==> config.mk <==
export PLATFORM = sky130hd
export DESIGN_NAME = ofmap_drain
export DESIGN_NICKNAME = d
export VERILOG_FILES = /design/src/rtl/ofmap_drain.sv
export SDC_FILE = /design/constraint.sdc
export NUM_CORES = 1
export LEC_CHECK = 0
export BUFFER_PORTS_ARGS = -buffer_cell sky130_fd_sc_hd__buf_2
export CAP_MARGIN = 5
export CORE_MARGIN = 5
export CORE_UTILIZATION = 25
export CTS_CLUSTER_SIZE = 30
export DETAILED_ROUTE_END_ITERATION = 10
export GPL_TIMING_DRIVEN = 0
export PLACE_DENSITY_LB_ADDON = 0.12
export SYNTH_ARGS = -nofsm -noshare
export SYNTH_HDL_FRONTEND = slang
export SYNTH_SLANG_ARGS = --single-unit
==> constraint.sdc <==
create_clock -name clk -period 2.9 [get_ports clk]
set_input_delay 0.145 -clock clk [delete_from_list [all_inputs] [get_ports clk]]
set_output_delay 0.145 -clock clk [all_outputs]
set_load 0.02 [all_outputs]
==> src/rtl/ofmap_drain.sv <==
// -----------------------------------------------------------------------------
// ofmap_drain
//   Streams a contiguous block of words out of the output-feature-map SRAM.
//   A start request latches a base word address and a word count; the block
//   issues single-cycle-latency SRAM reads into a small output FIFO, never
//   letting buffered words plus reads in flight exceed the FIFO depth, and
//   presents the FIFO head on a valid/ready stream. m_last_o flags the final
//   word of the job; finish_o pulses once when the final word has been taken.
//
// Parameters
//   ADDR_W     : SRAM word-address width (address arithmetic wraps at 2^ADDR_W)
//   DATA_W     : SRAM word / stream data width
//   FIFO_DEPTH : output buffer entries (power of two, >= 2)
//
// Ports
//   clk, rstn              : clock, asynchronous active-low reset
//   start_i                : one-cycle drain request (ignored while busy_o)
//   base_addr_i, len_i     : first word address and word count, sampled on start
//   busy_o                 : high from an accepted start until the finish pulse
//   finish_o               : one-cycle completion pulse
//   mem_cs_o, mem_oe_o     : SRAM chip select / read enable (read strobe)
//   mem_addr_o             : SRAM word address
//   mem_rdata_i            : SRAM read data, valid one cycle after the read
//   m_valid_o, m_data_o,
//   m_last_o, m_ready_i    : downstream stream
//
// Configuration
//   OFMAP_DRAIN_RELU_EN : when defined, words are treated as signed and any
//                         negative word is replaced by zero before buffering.
// -----------------------------------------------------------------------------
module ofmap_drain #(
  parameter int ADDR_W     = 17,
  parameter int DATA_W     = 32,
  parameter int FIFO_DEPTH = 4
) (
  input  logic              clk,
  input  logic              rstn,
  input  logic              start_i,
  input  logic [ADDR_W-1:0] base_addr_i,
  input  logic [ADDR_W-1:0] len_i,
  output logic              busy_o,
  output logic              finish_o,
  output logic              mem_cs_o,
  output logic              mem_oe_o,
  output logic [ADDR_W-1:0] mem_addr_o,
  input  logic [DATA_W-1:0] mem_rdata_i,
  output logic              m_valid_o,
  output logic [DATA_W-1:0] m_data_o,
  output logic              m_last_o,
  input  logic              m_ready_i
);

  localparam int PTR_W = $clog2(FIFO_DEPTH);
  localparam int CNT_W = PTR_W + 1;

  localparam logic [1:0] ST_IDLE  = 2'd0;
  localparam logic [1:0] ST_READ  = 2'd1;
  localparam logic [1:0] ST_DRAIN = 2'd2;
  localparam logic [1:0] ST_DONE  = 2'd3;

  logic [1:0]        state, state_nxt;
  logic [ADDR_W-1:0] base_q, len_q;
  logic [ADDR_W-1:0] issued_q;   // reads issued in this job
  logic [ADDR_W-1:0] popped_q;   // words handed downstream in this job
  logic              in_flight_q; // a read was issued last cycle

  logic [DATA_W-1:0] fifo_mem [FIFO_DEPTH];
  logic [PTR_W-1:0]  wr_ptr, rd_ptr;
  logic [CNT_W-1:0]  count_q;

  logic              accept, do_read, push, pop, last_head;
  logic [DATA_W-1:0] push_data;

  assign accept    = (state == ST_IDLE) && start_i;
  assign m_valid_o = (count_q != '0);
  assign pop       = m_valid_o && m_ready_i;
  // SRAM data arrives exactly one cycle after its read, so the in-flight flag
  // doubles as the FIFO push strobe.
  assign push      = in_flight_q;
  assign last_head = (popped_q == len_q - 1'b1);

  // Reservation counts in-flight reads as occupied so a push can never find
  // the FIFO full, even if the consumer stalls.
  assign do_read = (state == ST_READ) && (issued_q != len_q) &&
                   ((count_q + CNT_W'(in_flight_q)) < CNT_W'(FIFO_DEPTH));

  // NOTE: combinational blocks assign every output a default first, so no
  // path leaves a signal unassigned and no latch is inferred.
  always_comb begin
    state_nxt = state;
    case (state)
      ST_IDLE:  if (start_i) state_nxt = (len_i == '0) ? ST_DONE : ST_READ;
      ST_READ:  if (issued_q == len_q) state_nxt = ST_DRAIN;
      ST_DRAIN: if (pop && last_head) state_nxt = ST_DONE;
      ST_DONE:  state_nxt = ST_IDLE;
      default:  state_nxt = ST_IDLE;
    endcase
  end

  always_comb begin
    push_data = mem_rdata_i;
`ifdef OFMAP_DRAIN_RELU_EN
    if (mem_rdata_i[DATA_W-1]) push_data = '0;
`endif
  end

  // NOTE: state registers use non-blocking assignments so every flop samples
  // the pre-edge values regardless of block ordering.
  always_ff @(posedge clk or negedge rstn) begin
    if (!rstn) begin
      state       <= ST_IDLE;
      base_q      <= '0;
      len_q       <= '0;
      issued_q    <= '0;
      popped_q    <= '0;
      in_flight_q <= 1'b0;
      wr_ptr      <= '0;
      rd_ptr      <= '0;
      count_q     <= '0;
    end else begin
      state       <= state_nxt;
      in_flight_q <= do_read;
      if (accept) begin
        base_q   <= base_addr_i;
        len_q    <= len_i;
        issued_q <= '0;
        popped_q <= '0;
      end else begin
        if (do_read) issued_q <= issued_q + 1'b1;
        if (pop)     popped_q <= popped_q + 1'b1;
      end
      if (push) wr_ptr <= wr_ptr + 1'b1;
      if (pop)  rd_ptr <= rd_ptr + 1'b1;
      case ({push, pop})
        2'b10:   count_q <= count_q + 1'b1;
        2'b01:   count_q <= count_q - 1'b1;
        default: count_q <= count_q;
      endcase
    end
  end

  // NOTE: FIFO storage is deliberately not reset; the cleared count and
  // pointers make stale entries unreachable, and the output data is gated.
  always_ff @(posedge clk) begin
    if (push) fifo_mem[wr_ptr] <= push_data;
  end

  assign busy_o     = (state != ST_IDLE);
  assign finish_o   = (state == ST_DONE);
  assign mem_cs_o   = do_read;
  assign mem_oe_o   = do_read;
  assign mem_addr_o = do_read ? (base_q + issued_q) : '0;
  assign m_data_o   = m_valid_o ? fifo_mem[rd_ptr] : '0;
  assign m_last_o   = m_valid_o && last_head;

endmodule

==> qor.txt <==
status: finished, violations left
failing checks: negative setup slack
fillers: 4,083
fin nets: 1,159
Yosys cell types: 68
initial core utilization: 25.3%
kind of cell adding the most delay to the critical path: compound AO/OA/AOI/OAI gates
Slew HR: 49.5%
die height: 211 um
Tcrit/Tclk final: 108%
CP peak stage delay: 420 ps
core box area: 39,800 sq um
IO Count: 125
vias in the first global route: 7,501
H-tree depth: 1
initial antenna violation count: 1
compound-gate portion of the synthesized area: 4.68%
CP dominant cell by count: o21a_1
CTS tree: built
Post-DP HPWL: 18,500 um
Root Driver: clkbuf_16
post-synth design cell area: 10,100 sq um
Post-Syn Instances: 819
number of flops mapped to enable cells by yosys: 128
Post-synth ARST share: 37.9%
unrepaired setup endpoints after global routing: yes
Post-DRT Antenna Nets: 0
aggregate global-route resource usage: 12.1%
final hold slack: 22.9 ps
RePlAce Congestion: 0.731
die area: 44,500 sq um
final core utilization: 33.7%
pin slew with the least headroom to its limit: 753 ps
setup slack after layout: -239 ps
CTS buffer count: 26
Setup-failing EPs final: 7
# port buffers: 124
DR pass1 iterations: 4
critical path arrival: 2990 ps
Fin. Hold Viols: 0
Initial DRC Count: 274
Sink Count: 206
DRC Markers: 0
Via density: 4.34
pwr/cell area: 973 nW/um^2
GR Overflow Total: 0
FP Rows: 73
via count: 6,960
Worst Skew: 14.4 ps
adder-cell share of the synthesized area: 3.99%
clock insertion delay at the later pin of the skew report: 550 ps
CP Data Required Time: 2760 ps
mux cell area share after synthesis: 7.85%
Max-Cap Viols: 0
CP cell instances: ha_4 -> fa_2 -> a211oi_4 -> o21a_1 -> o21ai_1 -> a31o_2 -> a21oi_4 -> nor2_2 -> o21a_1 -> nor3_2 -> buf_4
Reg clk slew, reported paths: 60 ps
largest net degree at the start of global routing: 61
Clock Tree Buf Depth: 3
largest family of logic cells by synthesized area: simple AND/OR/NAND/NOR gates
Synthesized Nets: 920
DRT Wirelength: 27,000 um
critical path type: reg -> out
Hold Path Class: in -> reg
first-pass GRT wire length: 42,700 um
Avg Cell Area, Syn: 12.3 sq um
Yosys warnings: 0
post-synthesis sequential area ratio: 57.4%
simple-gate share of the synthesized area: 15.8%
ANT cells: 0
DR WL/cell: 16.8 um
Pleak: 5.31 nW
Seq cells post-synth: 206
Slowest-stage cell, CP: dfrtp_2
share of cells above drive strength 1: 26.2%
chip width: 211 um
CP max FO: 3
Syn-to-layout area delta: 33.1%
maximum VDD drop: 0.408 mV
Worst Path Buf+Inv: 1
ys flop type: edfxtp_1
CP Capture Type: output pin
CP startpoint kind: register
Tmin final: 3140 ps
Max Slew Vio Count: 0
maximum clock frequency: 319 MHz
Synth Area in XOR/XNOR: 7.47%
-- report_power, final --
part           switching, mW  internal (mW)  leakage (nW)  total (mW)
clock                   1.30           2.18         0.443        3.48
combinational           3.11           2.30          2.70        5.41
sequential             0.423           3.76          2.16        4.18
total                   4.84           8.23          5.31        13.1
-- layout make-up --
| type | count | area (sq um) | share of cell area, % |
|---|---|---|---|
| Buffer | 35 | 188 | 1.40 |
| Inverter | 26 | 100 | 0.745 |
| Timing Repair Buffer | 214 | 1590 | 11.8 |
| Tap cell | 525 | 657 | 4.89 |
| Sequential cell | 206 | 5800 | 43.2 |
| Clock buffer | 31 | 669 | 4.98 |
| Clock inverter | 17 | 248 | 1.84 |
| Multi-Input combinational cell | 549 | 4180 | 31.1 |
-- Yosys cell counts (7+ instances only) --
cell type / instances / area, sq um
mux4_2: 32 / 721
buf_2: 8 / 40.0
a21oi_1: 17 / 85.1
inv_1: 24 / 90.1
nor2_1: 55 / 206
nand4_1: 14 / 87.6
nand2_1: 122 / 458
xnor2_1: 54 / 473
nor3_1: 22 / 110
dfrtp_1: 78 / 1950
edfxtp_1: 128 / 3840
o21ai_0: 24 / 120
or3_1: 7 / 43.8
clkbuf_1: 21 / 78.8
ha_1: 29 / 363
and2_1: 43 / 269
xor2_1: 32 / 280
nand3_1: 17 / 85.1
-- worst min-delay path: cells and delay by family --
| family | cells | cell delay (ps) |
|---|---|---|
| xor gates and xnor gates | 1 | 90 |
| buffers and inverters | 1 | 90 |
| and+or+nand+nor | 1 | 200 |
-- routing by layer --
| metal | vias up | part of all wire [%] | track usage, % |
|---|---|---|---|
| met5 | - | 0.037 | 0 |
| met4 | 2 | 2.5 | 3.13 |
| met3 | 40 | 4.2 | 2.36 |
| met2 | 104 | 48 | 20.2 |
| met1 | 3401 | 45 | 16.1 |
| li1 | 3413 | - | - |
-- final timing paths --
check	startpoint	end	slack, ps	depth (start not counted)
min	m_ready_i	rd_ptr[0]	20	3
max	issued_q[0]	mem_addr_o[12]	-240	11
min in group asynchronous	rstn	base_q[4]	30	2
max in group asynchronous	rstn	popped_q[16]	2250	3
min reg2reg	base_q[8]	base_q[8]	490	2
max reg2reg	len_q[0]	state[1]	180	12
-- repair_timing --
| action | CTS | global route |
|---|---|---|
| resized for setup | 49 | 21 |
| buffers inserted | 15 | 4 |
| endpoints found under the hold margin | 240 | 0 |
| endpoints found under the setup margin | 17 | 48 |
| pin swaps | 22 | 20 |
| hold buffers | 67 | 0 |
-- placed cells by master, fill, tap and decap left out, types with 4 or more instances in the layout --
| cell | count |
|---|---|
| nand3_1 | 17 |
| clkbuf_16 | 26 |
| nor3_1 | 20 |
| mux2i_1 | 5 |
| mux4_2 | 32 |
| dfrtp_1 | 72 |
| o21a_1 | 4 |
| buf_6 | 11 |
| clkbuf_1 | 22 |
| ha_1 | 26 |
| or3_1 | 7 |
| nand2b_1 | 4 |
| nand4_1 | 14 |
| buf_4 | 26 |
| inv_1 | 23 |
| nand2_1 | 122 |
| buf_12 | 4 |
| xor2_1 | 32 |
| buf_2 | 119 |
| nor2_1 | 53 |
| nor4_1 | 5 |
| edfxtp_1 | 128 |
| dfrtp_2 | 6 |
| xnor2_1 | 54 |
| and2_1 | 39 |
| o21ai_1 | 4 |
| and3_1 | 6 |
| and2_2 | 4 |
| clkinv_2 | 5 |
| bufinv_16 | 6 |
| o21ai_0 | 18 |
| a21oi_1 | 13 |
| dlygate4sd3_1 | 67 |
-- sequential cells by signal (all words and copies together), names as in the netlist --
register     count
popped_q        17
count_q          3
rd_ptr           2
wr_ptr           2
issued_q        17
base_q          17
state            2
in_flight_q      1
len_q           17
fifo_mem       128
-- through the flow --
stage | cell area [sq um] | setup TNS (ps) | setup WS (ps) | power [mW] | std cells
after floorplan | 10100 | 0 | 30.8 | 7.69 | 819
after global placement | 11400 | -1280 | -284 | 9.36 | 1468
after detailed placement | 11500 | -1280 | -270 | 9.36 | 1473
after CTS | 13400 | -2080 | -340 | 13.3 | 1602
after global routing | 13400 | -2420 | -388 | 13.9 | 1603
final | 13400 | -1170 | -239 | 13.1 | 1603
-- kinds of logic after synthesis --
logic type / Yosys count
AND/OR/NAND/NOR: 319
flip-flops: 206
XOR/XNOR: 86
AO/OA/AOI/OAI: 74
buffers and inverters: 64
multiplexers: 39
adder cells (fa/ha/maj): 31
Power figures use the tool's default switching activity.
